==> src/rtl/tdm_pkg.sv <==
// Shared types and constants for the TDM shared-line receiver.
package tdm_pkg;

  typedef enum logic {IDLE, RUN} state_e;

  localparam int N_CH_DEF   = 4;
  localparam int WORD_W_DEF = 8;

  function automatic int clog2(input int v);
    int r;
    r = 0;
    for (int i = 0; i < 31; i++)
      if ((1 << i) < v) r = i + 1;
    return r;
  endfunction

endpackage

==> src/rtl/tdm_bus_demux_rx_if.sv <==
// Parallel word-set output handshake of the TDM receiver.
interface tdm_bus_demux_rx_if #(
  parameter int N_CH   = 4,
  parameter int WORD_W = 8
);
  logic [N_CH*WORD_W-1:0] data_out;
  logic                   out_valid;
  logic                   out_ready;

  modport master (output data_out, output out_valid, input out_ready);
  modport slave  (input data_out, input out_valid, output out_ready);
endinterface

==> src/rtl/tdm_slot_counter.sv <==
// Slot select and bit position counters; slot wraps every N_CH cycles, bit on slot wrap.
import tdm_pkg::*;

module tdm_slot_counter #(
  parameter int N_CH   = N_CH_DEF,
  parameter int WORD_W = WORD_W_DEF,
  parameter int SEL_W  = clog2(N_CH),
  parameter int BIT_W  = (clog2(WORD_W) > 0) ? clog2(WORD_W) : 1
) (
  input  logic             clk,
  input  logic             rst_n,
  input  logic             en,
  input  logic             clear,
  output logic [SEL_W-1:0] sel,
  output logic [BIT_W-1:0] bit_cnt,
  output logic             wrap,
  output logic             last_bit
);

  assign wrap     = en && (sel == SEL_W'(N_CH - 1));
  assign last_bit = wrap && (bit_cnt == BIT_W'(WORD_W - 1));

  always_ff @(posedge clk) begin
    if (!rst_n || clear) begin
      sel     <= '0;
      bit_cnt <= '0;
    end else if (en) begin
      sel <= wrap ? '0 : sel + 1'b1;
      if (wrap)
        bit_cnt <= last_bit ? '0 : bit_cnt + 1'b1;
    end
  end

endmodule

==> src/rtl/tdm_bus_demux_rx.sv <==
// Receiver for the tri-state shared bus: walks the slot select, samples the wire,
// rebuilds N_CH serial words (MSB first) and hands them off with valid/ready.
import tdm_pkg::*;

module tdm_bus_demux_rx #(
  parameter int N_CH   = N_CH_DEF,
  parameter int WORD_W = WORD_W_DEF,
  parameter int SEL_W  = clog2(N_CH)
) (
  input  logic                clk,
  input  logic                rst_n,
  input  logic                en,
  input  logic                bus_in,
  output logic [SEL_W-1:0]    sel_out,
  output logic                frame_start,
  output logic                overrun,
  input  logic                ovr_clr,
  tdm_bus_demux_rx_if.master  rx
);

  localparam int BIT_W = (clog2(WORD_W) > 0) ? clog2(WORD_W) : 1;

  state_e state, state_nx;

  logic [SEL_W-1:0]              sel;
  logic [BIT_W-1:0]              bit_cnt;
  logic                          wrap, last_bit, sample, load, drop;
  logic [N_CH-1:0][WORD_W-1:0]   shreg, shreg_nx;
  logic [N_CH*WORD_W-1:0]        data_q;
  logic                          valid_q, ovr_q;
  logic                          unused;

  always_ff @(posedge clk) begin
    if (!rst_n) state <= IDLE;
    else        state <= state_nx;
  end

  always_comb begin
    state_nx = state;
    case (state)
      IDLE:    if (en)  state_nx = RUN;
      RUN:     if (!en) state_nx = IDLE;
      default: state_nx = IDLE;
    endcase
  end

  // Dropping en in RUN is an abort: no sample that cycle and counters restart.
  assign sample = (state == RUN) && en;

  tdm_slot_counter #(
    .N_CH(N_CH), .WORD_W(WORD_W), .SEL_W(SEL_W), .BIT_W(BIT_W)
  ) u_cnt (
    .clk(clk), .rst_n(rst_n), .en(sample), .clear(!sample),
    .sel(sel), .bit_cnt(bit_cnt), .wrap(wrap), .last_bit(last_bit)
  );

  assign unused = ^{bit_cnt, wrap};

  always_comb begin
    shreg_nx = shreg;
    for (int i = 0; i < N_CH; i++)
      if (sel == SEL_W'(i))
        shreg_nx[i] = {shreg[i][WORD_W-2:0], bus_in};
  end

  always_ff @(posedge clk) begin
    if (!rst_n || !sample) shreg <= '0;
    else                   shreg <= shreg_nx;
  end

  // Completion captures shreg_nx so the final bit sampled this edge is included.
  assign load = last_bit && (!valid_q || rx.out_ready);
  assign drop = last_bit && !load;

  always_ff @(posedge clk) begin
    if (!rst_n) begin
      data_q  <= '0;
      valid_q <= 1'b0;
      ovr_q   <= 1'b0;
    end else begin
      if (load) data_q <= shreg_nx;

      if (load)              valid_q <= 1'b1;
      else if (rx.out_ready) valid_q <= 1'b0;

      if (drop)         ovr_q <= 1'b1;
      else if (ovr_clr) ovr_q <= 1'b0;
    end
  end

  assign sel_out      = sel;
  assign frame_start  = (state == RUN) && (sel == '0);
  assign overrun      = ovr_q;
  assign rx.data_out  = data_q;
  assign rx.out_valid = valid_q;

endmodule

==> src/flat_wrapper.sv <==
// flat-port wrapper written by rule: the top's interface ports become plain ports
module tdm_bus_demux_rx_flat 
#(
  parameter int N_CH   = N_CH_DEF,
  parameter int WORD_W = WORD_W_DEF,
  parameter int SEL_W  = clog2(N_CH)
)
  (clk, rst_n, en, bus_in, sel_out, frame_start, overrun, ovr_clr, rx_data_out, rx_out_valid, rx_out_ready);
  tdm_bus_demux_rx_if #(.N_CH(N_CH), .WORD_W(WORD_W)) rx_i ();
  input  logic clk;
  input  logic rst_n;
  input  logic en;
  input  logic bus_in;
  output logic [SEL_W-1:0] sel_out;
  output logic frame_start;
  output logic overrun;
  input  logic ovr_clr;
  output wire logic [$bits(rx_i.data_out)-1:0] rx_data_out;
  output wire logic [$bits(rx_i.out_valid)-1:0] rx_out_valid;
  input wire logic [$bits(rx_i.out_ready)-1:0] rx_out_ready;
  assign rx_data_out = rx_i.data_out;
  assign rx_out_valid = rx_i.out_valid;
  assign rx_i.out_ready = rx_out_ready;
  tdm_bus_demux_rx #(.N_CH(N_CH), .WORD_W(WORD_W), .SEL_W(SEL_W)) u_core (.clk(clk), .rst_n(rst_n), .en(en), .bus_in(bus_in), .sel_out(sel_out), .frame_start(frame_start), .overrun(overrun), .ovr_clr(ovr_clr), .rx(rx_i));
endmodule
==> config.mk <==
export PLATFORM = sky130hd
export DESIGN_NAME = tdm_bus_demux_rx_flat
export DESIGN_NICKNAME = d
export VERILOG_FILES = /design/src/rtl/tdm_pkg.sv /design/src/rtl/tdm_bus_demux_rx_if.sv /design/src/rtl/tdm_slot_counter.sv /design/src/rtl/tdm_bus_demux_rx.sv /design/src/flat_wrapper.sv
export SDC_FILE = /design/constraint.sdc
export NUM_CORES = 1
export LEC_CHECK = 0
export CAP_MARGIN = 5
export CORE_MARGIN = 4
export CORE_UTILIZATION = 54
export CTS_BUF_LIST = sky130_fd_sc_hd__clkbuf_16
export CTS_CLUSTER_DIAMETER = 100
export DETAILED_ROUTE_END_ITERATION = 6
export HOLD_SLACK_MARGIN = 0.02
export PLACE_DENSITY = 0.8
export SYNTH_ARGS = -nofsm -noshare
export SYNTH_HDL_FRONTEND = slang
export SYNTH_SLANG_ARGS = --single-unit
==> constraint.sdc <==
create_clock -name clk -period 2.8 [get_ports clk]
set_input_delay 0.84 -clock clk [delete_from_list [all_inputs] [get_ports clk]]
set_output_delay 0.84 -clock clk [all_outputs]
set_load 0.03 [all_outputs]
==> impl_metrics.py <==
metrics = {
    "sta": {
        "relSlewSlack_pct": 67.3,
        "hold_viol": 0,
        "holdWs_ns": 0.456,
        "timing.final.crit_share_pct": 93.6,
        "period_needed_ns": 2.62,
        "fmax_mhz": 382,
        "finalMaxSlewViolations": 0,
        "fin_setup_tns_ns": 0,
        "final-setup-viol-count": 0,
        "worstMarginPinSlew_ns": 0.491,
        "skew_ns": 0.00499,
        "rsz0062_at_grt": "no",
    },
    "synth": {
        "avgSynthCellArea_um2": 10.9,
        "synthAdderAreaFrac_pct": 2.72,
        "synthDistinctLibCells": 25,
        "synth_area_mm2": 0.00276,
        "synth_fp_nets": 266,
        "synth_compound_area_share_pct": 12.5,
        "synth_top_family_by_area": "simple AND/OR/NAND/NOR gates",
        "synth_seq_cells": 72,
        "synthSimpleGateAreaFrac_pct": 13.5,
        "synth_edf_count": 0,
        "synthXorXnorAreaFrac_pct": 0,
        "synth-seq-area-share_pct": 52.3,
        "synth_cells": 254,
        "synth_mux_area_share_pct": 12.0,
        "synth_ff_type": "dfxtp_1",
        "async_reset_ff_share_pct": 0,
        "yosysWarnings": 0,
    },
    "worst_setup_path": {
        "worstPathArrival_ns": 1.78,
        "crit_fanout": 5,
        "start_kind": "flip-flop",
        "cp.required_ns": 1.96,
        "crit_path_end_kind": "output pin",
        "cp_cell_sequence": "inv_1 > ha_1 > and2_1 > clkdlybuf4s50_1",
        "slowest_delay_ns": 0.59,
        "cp_slowest_cell": "clkdlybuf4s50_1",
        "worstSetupPathType": "reg -> out",
    },
    "min_path": {
        "hp-class": "reg -> reg",
    },
    "routing": {
        "first_iter_violations": 111,
        "dr.pass1.iters": 4,
        "wl_mm": 5.57,
        "routed_via_density": 5.51,
        "dr_total_vias": 1994,
        "ant_nets": 0,
        "wire_per_inst_um": 15.4,
        "drc": 0,
    },
    "die": {
        "die_x_um": 79.5,
        "rows": 25,
        "ios": 43,
        "die_area_mm2": 0.00631,
        "core_mm2": 0.00485,
        "start_util_pct": 56.9,
        "chipHeight_um": 79.5,
    },
    "power_and_ir_drop": {
        "vdd_ir_drop_max_mv": 0.448,
        "power_leakage_nw": 1.65,
        "power_density_mw_per_mm2": 694,
    },
    "job": {
        "drv_cap": 0,
    },
    "clock_tree": {
        "cts_root_buf": "clkbuf_16",
        "clock_sinks": 72,
        "cts_setup_buffers": 0,
        "cts_resized": 0,
        "cts_tree": "done",
        "path_clk_slew_ns": 0.05,
        "cts_hold_buf": 0,
        "h-tree-depth": 3,
        "insertion_delay_ns": 0.33,
        "cts.path.max_buffers": 2,
        "cts-buffers-inserted": 9,
    },
    "global_route": {
        "grt_overflow": 0,
        "grt_pass1_wl_mm": 9.43,
        "grt_pass1_vias": 1992,
        "antenna_found_initial": 0,
        "grt_start_max_net_pins": 37,
        "grt_usage_pct": 19.4,
    },
    "place": {
        "io_buffers": 42,
        "post-dp-hpwl_mm": 3.39,
        "place_congestion": 0.728,
    },
    "run_status": {
        "outcome": "finished, final reports clean",
    },
    "final_layout": {
        "final_common_cell": "dfxtp_1",
        "area_growth_pct": 26.7,
        "final_cell_mix": "dfxtp_1 (72), clkdlybuf4s50_1 (42), nor2_1 (34)",
        "nets": 302,
        "n_antenna_cell": 0,
        "drive_gt1_share_pct": 8.14,
    },
}
stage by stage:
step                      area (um^2)  total power [W]  setup WS, ns  instances  utilization (%)
after floorplan                  2760          0.00107         0.534        254                -
after global placement           3140          0.00109         0.423        346             64.7
after detailed placement         3140          0.00109         0.410        346             64.7
after CTS                        3490          0.00245         0.162        362             72.1
after global routing             3490          0.00250        0.0725        362             72.1
final                            3490          0.00243         0.180        362             72.1
sequential cells by signal (all words and copies together), names as in the netlist:
register,flops
u_core.overrun,1
u_core.rx.data_out,32
u_core.rx.out_valid,1
u_core.shreg,32
u_core.state,1
u_core.u_cnt.bit_cnt,3
u_core.u_cnt.sel,2
power breakdown:
part	switching [W]	internal, W	leakage [nW]
combinational	0.0000229	0.0000159	0.889
clock	0.000406	0.000953	0.177
sequential	0.00000159	0.00103	0.580
total	0.000431	0.00200	1.65
synthesized netlist by cell type, types with 2 or more instances:
cell            count  area, um^2
a21oi_1             2        10.0
and2_1              3        18.8
buf_2               5        25.0
buf_6               3        33.8
buf_8               3        45.0
clkbuf_1           10        37.5
dfxtp_1            72        1440
dlymetal6s2s_1      3        37.5
ha_1                6        75.1
inv_1               4        15.0
mux2i_1            33         330
nand2_1             2        7.51
nand3_1            32         160
nor2_1             34         128
o211a_1            32         320
cells by family after synthesis:
logic type	after synthesis
adders and majority gates	6
buffers and inverters	28
muxes	33
and+or+nand+nor	79
DFF	72
AOI/OAI and AO/OA	36
worst max-delay path: cells and delay by family, from the launching register on:
kind	cells	cell delay, ns
and+or+nand+nor	1	0.15
adders and majority gates	1	0.22
buffers and inverters	2	0.68
DFF	1	0.41
routing by layer:
| layer | routed length [um] | track usage, % | share of wire (%) | vias up |
|---|---|---|---|---|
| met5 | 0 | 0 | 0 | - |
| met1 | 2610 | 24.8 | 47 | 973 |
| met2 | 2580 | 29.8 | 46 | 47 |
| met3 | 290 | 5.98 | 5.2 | 8 |
| li1 | - | - | - | 966 |
| met4 | 85 | 9.11 | 1.5 | 0 |
path summary, 6_finish.rpt:
check / slack, ns / depth (start not counted) / startpoint / to
max: 0.18 / 4 / u_core.u_cnt.sel[0] / frame_start
min: 0.46 / 2 / u_core.u_cnt.bit_cnt[2] / u_core.u_cnt.bit_cnt[2]
max reg2reg: 1.02 / 5 / u_core.u_cnt.bit_cnt[0] / u_core.rx.data_out[11]
min reg2reg: 0.46 / 2 / u_core.u_cnt.bit_cnt[2] / u_core.u_cnt.bit_cnt[2]
layout make-up:
class                   instances  area [um^2]
clock buffers                   9          225
clock inverters                 7          134
fillers                       358         1350
inverters                       4         15.0
multi-input cells             154         1120
flip-flops and latches         72         1440
well taps                      67         83.8
repair buffers                 49          473
Note: power is estimated with default switching activity, not from simulation.
